[config.mk]
export PLATFORM = sky130hd
export DESIGN_NAME = core_db_cosim_wrapper
export DESIGN_NICKNAME = d
export VERILOG_FILES = /design/src/rtl/core_db_pkg.sv /design/src/rtl/core_db_dr_codec.sv /design/src/rtl/core_db_cosim_wrapper.sv
export SDC_FILE = /design/constraint.sdc
export NUM_CORES = 1
export LEC_CHECK = 0
export BUFFER_PORTS_ARGS = -buffer_cell sky130_fd_sc_hd__buf_2
export CORE_MARGIN = 3
export CORE_UTILIZATION = 55
export DETAILED_ROUTE_END_ITERATION = 10
export GPL_ROUTABILITY_DRIVEN = 0
export PLACE_DENSITY = 0.86
export SLEW_MARGIN = 20
export SYNTH_ARGS = -nofsm -noshare
export SYNTH_HDL_FRONTEND = slang
export SYNTH_SLANG_ARGS = --single-unit
[constraint.sdc]
create_clock -name CLK -period 4.29 [get_ports CLK]
set_clock_uncertainty 0.2 [all_clocks]
set_input_delay 0.429 -clock CLK [delete_from_list [all_inputs] [get_ports CLK]]
set_output_delay 0.429 -clock CLK [all_outputs]
set_load 0.02 [all_outputs]
[src/rtl/core_db_pkg.sv]
// core_db_pkg
// Shared widths and FSM state types for the dual-rail accumulator wrapper.
//   W     : number of dual-rail digits (accumulator width)
//   DR_W  : number of rails on each channel (2 per digit)
//   in_state_e  : input handshake states
//   out_state_e : output handshake states
package core_db_pkg;

    localparam int W    = 7;
    localparam int DR_W = 14;

    typedef enum logic {
        IN_WAIT = 1'b0,
        IN_ACK  = 1'b1
    } in_state_e;

    typedef enum logic [1:0] {
        OUT_IDLE = 2'd0,
        OUT_DATA = 2'd1,
        OUT_RTZ  = 2'd2
    } out_state_e;

endpackage

[src/rtl/core_db_dr_codec.sv]
// core_db_dr_codec
// Purely combinational 1-of-2 dual-rail codec.
// Digit i lives on rails [2i] (rail "0") and [2i+1] (rail "1").
//   dr_i      in  DR_W  dual-rail word to classify and decode
//   val_i     in  W     binary value to encode
//   val_o     out W     decoded binary value (meaningful only when valid_o)
//   valid_o   out 1     every digit has exactly one rail high
//   neutral_o out 1     all rails low
//   illegal_o out 1     at least one digit has both rails high
//   dr_o      out DR_W  dual-rail encoding of val_i
module core_db_dr_codec
    import core_db_pkg::*;
(
    input  logic [DR_W-1:0] dr_i,
    input  logic [W-1:0]    val_i,
    output logic [W-1:0]    val_o,
    output logic            valid_o,
    output logic            neutral_o,
    output logic            illegal_o,
    output logic [DR_W-1:0] dr_o
);

    always_comb begin
        val_o     = '0;
        valid_o   = 1'b1;
        illegal_o = 1'b0;
        dr_o      = '0;
        for (int i = 0; i < W; i++) begin
            val_o[i]     = dr_i[2*i+1];
            valid_o      = valid_o & (dr_i[2*i] ^ dr_i[2*i+1]);
            illegal_o    = illegal_o | (dr_i[2*i] & dr_i[2*i+1]);
            dr_o[2*i]    = ~val_i[i];
            dr_o[2*i+1]  = val_i[i];
        end
    end

    assign neutral_o = ~|dr_i;

endmodule

[src/rtl/core_db_cosim_wrapper.sv]
// core_db_cosim_wrapper
// Clocked bridge between two four-phase return-to-zero dual-rail channels.
// Each accepted input token is added (mod 128) into an accumulator and the
// new sum is emitted on the output channel through a one-entry buffer.
//   CLK          in  1     sole clock, rising edge
//   _RESET       in  1     asynchronous active-low reset
//   datain_d     in  14    input dual-rail channel (asynchronous to CLK)
//   datain_e     out 1     input enable: 1 = ready, 0 = token acknowledged
//   dataout_d    out 14    output dual-rail channel, driven from flops
//   dataout_e    in  1     consumer enable (asynchronous to CLK)
//   protocol_err out 1     sticky illegal-digit flag
// Build option: define CORE_DB_ERRCHK_EN to make protocol_err live; when
// undefined it is tied low. Illegal digits are never accepted either way.
module core_db_cosim_wrapper
    import core_db_pkg::*;
(
    input  logic            CLK,
    input  logic            _RESET,
    input  logic [DR_W-1:0] datain_d,
    output logic            datain_e,
    output logic [DR_W-1:0] dataout_d,
    input  logic            dataout_e,
    output logic            protocol_err
);

    logic [DR_W-1:0] din_s1_q, din_s2_q;
    logic            oe_s1_q, oe_s2_q;
    in_state_e       in_state_q;
    out_state_e      out_state_q;
    logic [W-1:0]    acc_q;
    logic [W-1:0]    buf_q;
    logic            buf_full_q;
    logic            datain_e_q;
    logic [DR_W-1:0] dataout_q;

    logic [W-1:0]    in_val;
    logic            in_valid, in_neutral, in_illegal;
    logic [DR_W-1:0] buf_dr;
    logic [W-1:0]    acc_sum;
    logic            accept;

    core_db_dr_codec u_codec (
        .dr_i      (din_s2_q),
        .val_i     (buf_q),
        .val_o     (in_val),
        .valid_o   (in_valid),
        .neutral_o (in_neutral),
        .illegal_o (in_illegal),
        .dr_o      (buf_dr)
    );

    // 7-bit add wraps naturally, giving the mod-128 accumulate.
    assign acc_sum = acc_q + in_val;
    // Buffer-full check uses the registered flag, so a token is never taken
    // on the same edge the output side empties the buffer.
    assign accept  = (in_state_q == IN_WAIT) && in_valid && !in_illegal && !buf_full_q;

    always_ff @(posedge CLK or negedge _RESET) begin
        if (!_RESET) begin
            din_s1_q    <= '0;
            din_s2_q    <= '0;
            oe_s1_q     <= 1'b0;
            oe_s2_q     <= 1'b0;
            in_state_q  <= IN_WAIT;
            out_state_q <= OUT_IDLE;
            acc_q       <= '0;
            buf_q       <= '0;
            buf_full_q  <= 1'b0;
            datain_e_q  <= 1'b0;
            dataout_q   <= '0;
        end else begin
            din_s1_q <= datain_d;
            din_s2_q <= din_s1_q;
            oe_s1_q  <= dataout_e;
            oe_s2_q  <= oe_s1_q;

            case (in_state_q)
                IN_WAIT: begin
                    if (accept) begin
                        in_state_q <= IN_ACK;
                        datain_e_q <= 1'b0;
                        acc_q      <= acc_sum;
                        buf_q      <= acc_sum;
                        buf_full_q <= 1'b1;
                    end else begin
                        // Also produces the first rise of datain_e after reset.
                        datain_e_q <= 1'b1;
                    end
                end
                IN_ACK: begin
                    if (in_neutral) begin
                        in_state_q <= IN_WAIT;
                        datain_e_q <= 1'b1;
                    end
                end
            endcase

            case (out_state_q)
                OUT_IDLE: begin
                    if (buf_full_q && oe_s2_q) begin
                        out_state_q <= OUT_DATA;
                        dataout_q   <= buf_dr;
                    end
                end
                OUT_DATA: begin
                    if (!oe_s2_q) begin
                        out_state_q <= OUT_RTZ;
                        dataout_q   <= '0;
                        buf_full_q  <= 1'b0;
                    end
                end
                OUT_RTZ: begin
                    if (oe_s2_q) begin
                        out_state_q <= OUT_IDLE;
                    end
                end
                default: begin
                    out_state_q <= OUT_IDLE;
                    dataout_q   <= '0;
                end
            endcase
        end
    end

    assign datain_e  = datain_e_q;
    assign dataout_d = dataout_q;

`ifdef CORE_DB_ERRCHK_EN
    logic err_q;

    always_ff @(posedge CLK or negedge _RESET) begin
        if (!_RESET) begin
            err_q <= 1'b0;
        end else if (in_illegal) begin
            err_q <= 1'b1;
        end
    end

    assign protocol_err = err_q;
`else
    assign protocol_err = 1'b0;
`endif

endmodule

==> results.py <==
metrics = {
    "outcome": {
        "status": "finished clean",
    },
    "global_route": {
        "grt_pass1_wl_mm": 6.07,
        "grt_use_total_pct": 15.5,
        "antenna_found_initial": 0,
        "grt-ovfl-total": 0,
        "grt_pass1_vias": 1371,
        "grt_start_max_net_pins": 57,
    },
    "timing": {
        "tightest_slew_ns": 0.667,
        "rsz0062_at_grt": "false",
        "hold_viol": 0,
        "period_minus_slack_ns": 2.07,
        "fin_crit_sh_pct": 48.2,
        "drv_slew": 0,
        "max_slew_margin_pct": 55.5,
        "max_freq_ghz": 0.484,
        "setup_tns_ns": 0,
        "setup_ws_ns": 2.22,
        "setup-violations-final": 0,
    },
    "drt": {
        "num_vias": 1391,
        "ant_nets": 0,
        "viasPerCell": 5.04,
        "drt_pass1_iterations": 4,
        "routed_wl_mm": 3.52,
        "drtIter0Drc": 54,
        "wl_per_cell_um": 12.7,
        "drc": 0,
    },
    "logic_synthesis": {
        "synth_top_area_cell": "dfrtp_1",
        "synthArstFlopShare_pct": 100,
        "ys_ff_latch": 56,
        "syn_avg_cell_area_um2": 12.4,
        "syn-instance-count": 192,
        "synth_fp_nets": 230,
        "yosys-top-cells-count": "dfrtp_1, nand2_1, ha_1",
        "yosysMostFrequentCell": "dfrtp_1",
        "synth_top_area_share_pct": 59.0,
        "ys_types": 40,
        "synth_warnings": 0,
        "syn-cell-area_um2": 2370,
        "synth_edf_count": 0,
        "ys_top_cells_by_area": "dfrtp_1, ha_1, nand2_1",
        "ys_seq_area_share_pct": 59.0,
        "yosys_most_used_dff": "dfrtp_1",
    },
    "worst_setup_path": {
        "crit_type": "register to register",
        "required_ns": 4.33,
        "critical_path.cell_chain": "ha_1, inv_1, fa_1, nor2b_4, o31a_4, o22ai_2, mux2i_1, xnor2_1",
        "crit_path_max_fanout": 4,
        "critPathArrivalTime_ns": 2.11,
        "end_kind": "register",
        "cp_slowest_cell": "dfrtp_1",
        "cpPeakStageDelay_ns": 0.43,
        "startpoint_type": "register",
    },
    "power_and_ir_drop": {
        "intPower_w": 0.000866,
        "p_clk_share_pct": 30.6,
        "seqPwrFrac_pct": 52.1,
        "ir_drop_mv": 0.274,
        "combPwrFrac_pct": 17.3,
        "powerDensity_nw_per_um2": 443,
        "p_leak_nw": 1.38,
        "p_sw_w": 0.000320,
        "swShare_pct": 27.0,
    },
    "cts": {
        "cts.sinks": 56,
        "cts_resized": 0,
        "cts.htree.levels": 2,
        "cts_buffers": 5,
        "clk_path_buf_depth": 2,
        "cts_tree": "yes",
        "clk_latency_ns": 0.31,
        "cts_root_buffer": "clkbuf_8",
        "path_clk_slew_ns": 0.09,
        "post_cts.repair.setup_buffers": 0,
        "ctsHoldBuffers": 0,
    },
    "final_layout": {
        "area_delta_synth_final_pct": 12.7,
        "finalNetCount": 263,
        "layout-drive-gt1-share_pct": 25.7,
        "n_antenna_cell": 0,
        "design_area_um2": 2680,
        "final_core_util_pct": 65.5,
        "fillerInstances": 318,
        "final_cells": 276,
    },
    "floorplan": {
        "die_y_um": 71.7,
        "pin_count": 33,
        "dieArea_um2": 5140,
        "num_rows": 23,
        "fp.coreArea_um2": 4090,
        "die_w_um": 71.7,
        "initial_core_util_pct": 58.1,
    },
    "place": {
        "dp_cells": 268,
        "dpl-instance-area_um2": 2550,
        "io_buffers": 31,
        "dp_slack_ns": 2.24,
        "hpwl_mm": 2.60,
    },
    "hold_path": {
        "hp-class": "primary input to register",
    },
    "run": {
        "drv_cap": 0,
    },
}
final timing paths:
kind,startpoint,endpoint,slack [ns],depth (start not counted)
hold / removal,datain_d[6],din_s1_q[6]$_DFF_PN0_,0.03,1
hold reg to reg,oe_s1_q$_DFF_PN0_,oe_s2_q$_DFF_PN0_,0.15,0
max in group asynchronous,_RESET,din_s2_q[13]$_DFF_PN0_,3.41,2
setup reg to reg,buf_q[0]$_DFFE_PN0N_,buf_q[6]$_DFFE_PN0N_,2.22,8
min in group asynchronous,_RESET,dataout_d[11]$_DFFE_PN0P_,0.04,2
setup / recovery,buf_q[0]$_DFFE_PN0N_,buf_q[6]$_DFFE_PN0N_,2.22,8
layer usage:
metal | track usage [%] | wire length [um]
met5 | 0 | 0
met4 | 8.56 | 99
met3 | 4.07 | 200
met2 | 25.4 | 1640
met1 | 18.6 | 1580
per-stage QoR:
stage | power, W | hold WS [ns]
floorplan | 0.000765 | -0.0666
global placement | 0.000829 | 0.132
CTS | 0.00120 | 0.0159
detailed placement | 0.000838 | 0.135
finish | 0.00119 | 0.0259
global route | 0.00125 | 0.00323
placed cells by master, fill, tap and decap left out, drive strengths merged, types with 7 or more instances in the layout:
cell / instances
nand2: 28
o21ai: 13
buf: 32
inv: 17
o31ai: 8
clkbuf: 7
ha: 20
dfrtp: 56
nor2: 9
flip-flops by register name, summed over array words and instances, names as in the netlist:
name         flops
din_s1_q        14
din_s2_q        14
oe_s1_q          1
dataout_d       14
in_state_q       1
buf_full_q       1
buf_q            7
oe_s2_q          1
datain_e         1
out_state_q      2
cell type report:
| cell class | count | area [um^2] | share of cell area, % |
|---|---|---|---|
| flip-flops and latches | 56 | 1400 | 52.4 |
| multi-input cells | 113 | 858 | 32.1 |
| repair buffers | 32 | 163 | 6.08 |
| clock buffers | 7 | 96.3 | 3.60 |
| inverters | 17 | 63.8 | 2.39 |
| well taps | 50 | 62.6 | 2.34 |
| clock inverters | 1 | 30.0 | 1.12 |
worst max-delay path: cells and delay by family (launching register included):
family / cells / cell delay (ns)
AND/OR/NAND/NOR: 1 / 0.06
flip-flops: 1 / 0.43
adder cells (fa/ha/maj): 2 / 0.47
multiplexers: 1 / 0.23
XOR/XNOR: 1 / 0.13
buffers and inverters: 1 / 0.07
AO/OA/AOI/OAI: 2 / 0.41
power groups by stage:
stage	combinational (W)	clock, W	sequential [W]
finish	0.000205	0.000363	0.000617
global route	0.000229	0.000393	0.000625
detailed placement	0.000209	0	0.000629
floorplan	0.0000970	0	0.000668
global placement	0.000203	0	0.000626
CTS	0.000209	0.000370	0.000619
cells by family (layout without fill, tap and decap cells):
logic type | count (synthesis) | count (layout) | synth area share (%)
and+or+nand+nor | 52 | 52 | 11.5
AOI/OAI and AO/OA | 33 | 33 | 10.9
xor gates and xnor gates | 5 | 5 | 1.85
other | 1 | 1 | 0.158
muxes | 1 | 1 | 0.422
DFF | 56 | 56 | 59.0
adders and majority gates | 21 | 21 | 11.4
buffers and inverters | 23 | 57 | 4.80
Note: power is estimated with default switching activity, not from simulation.
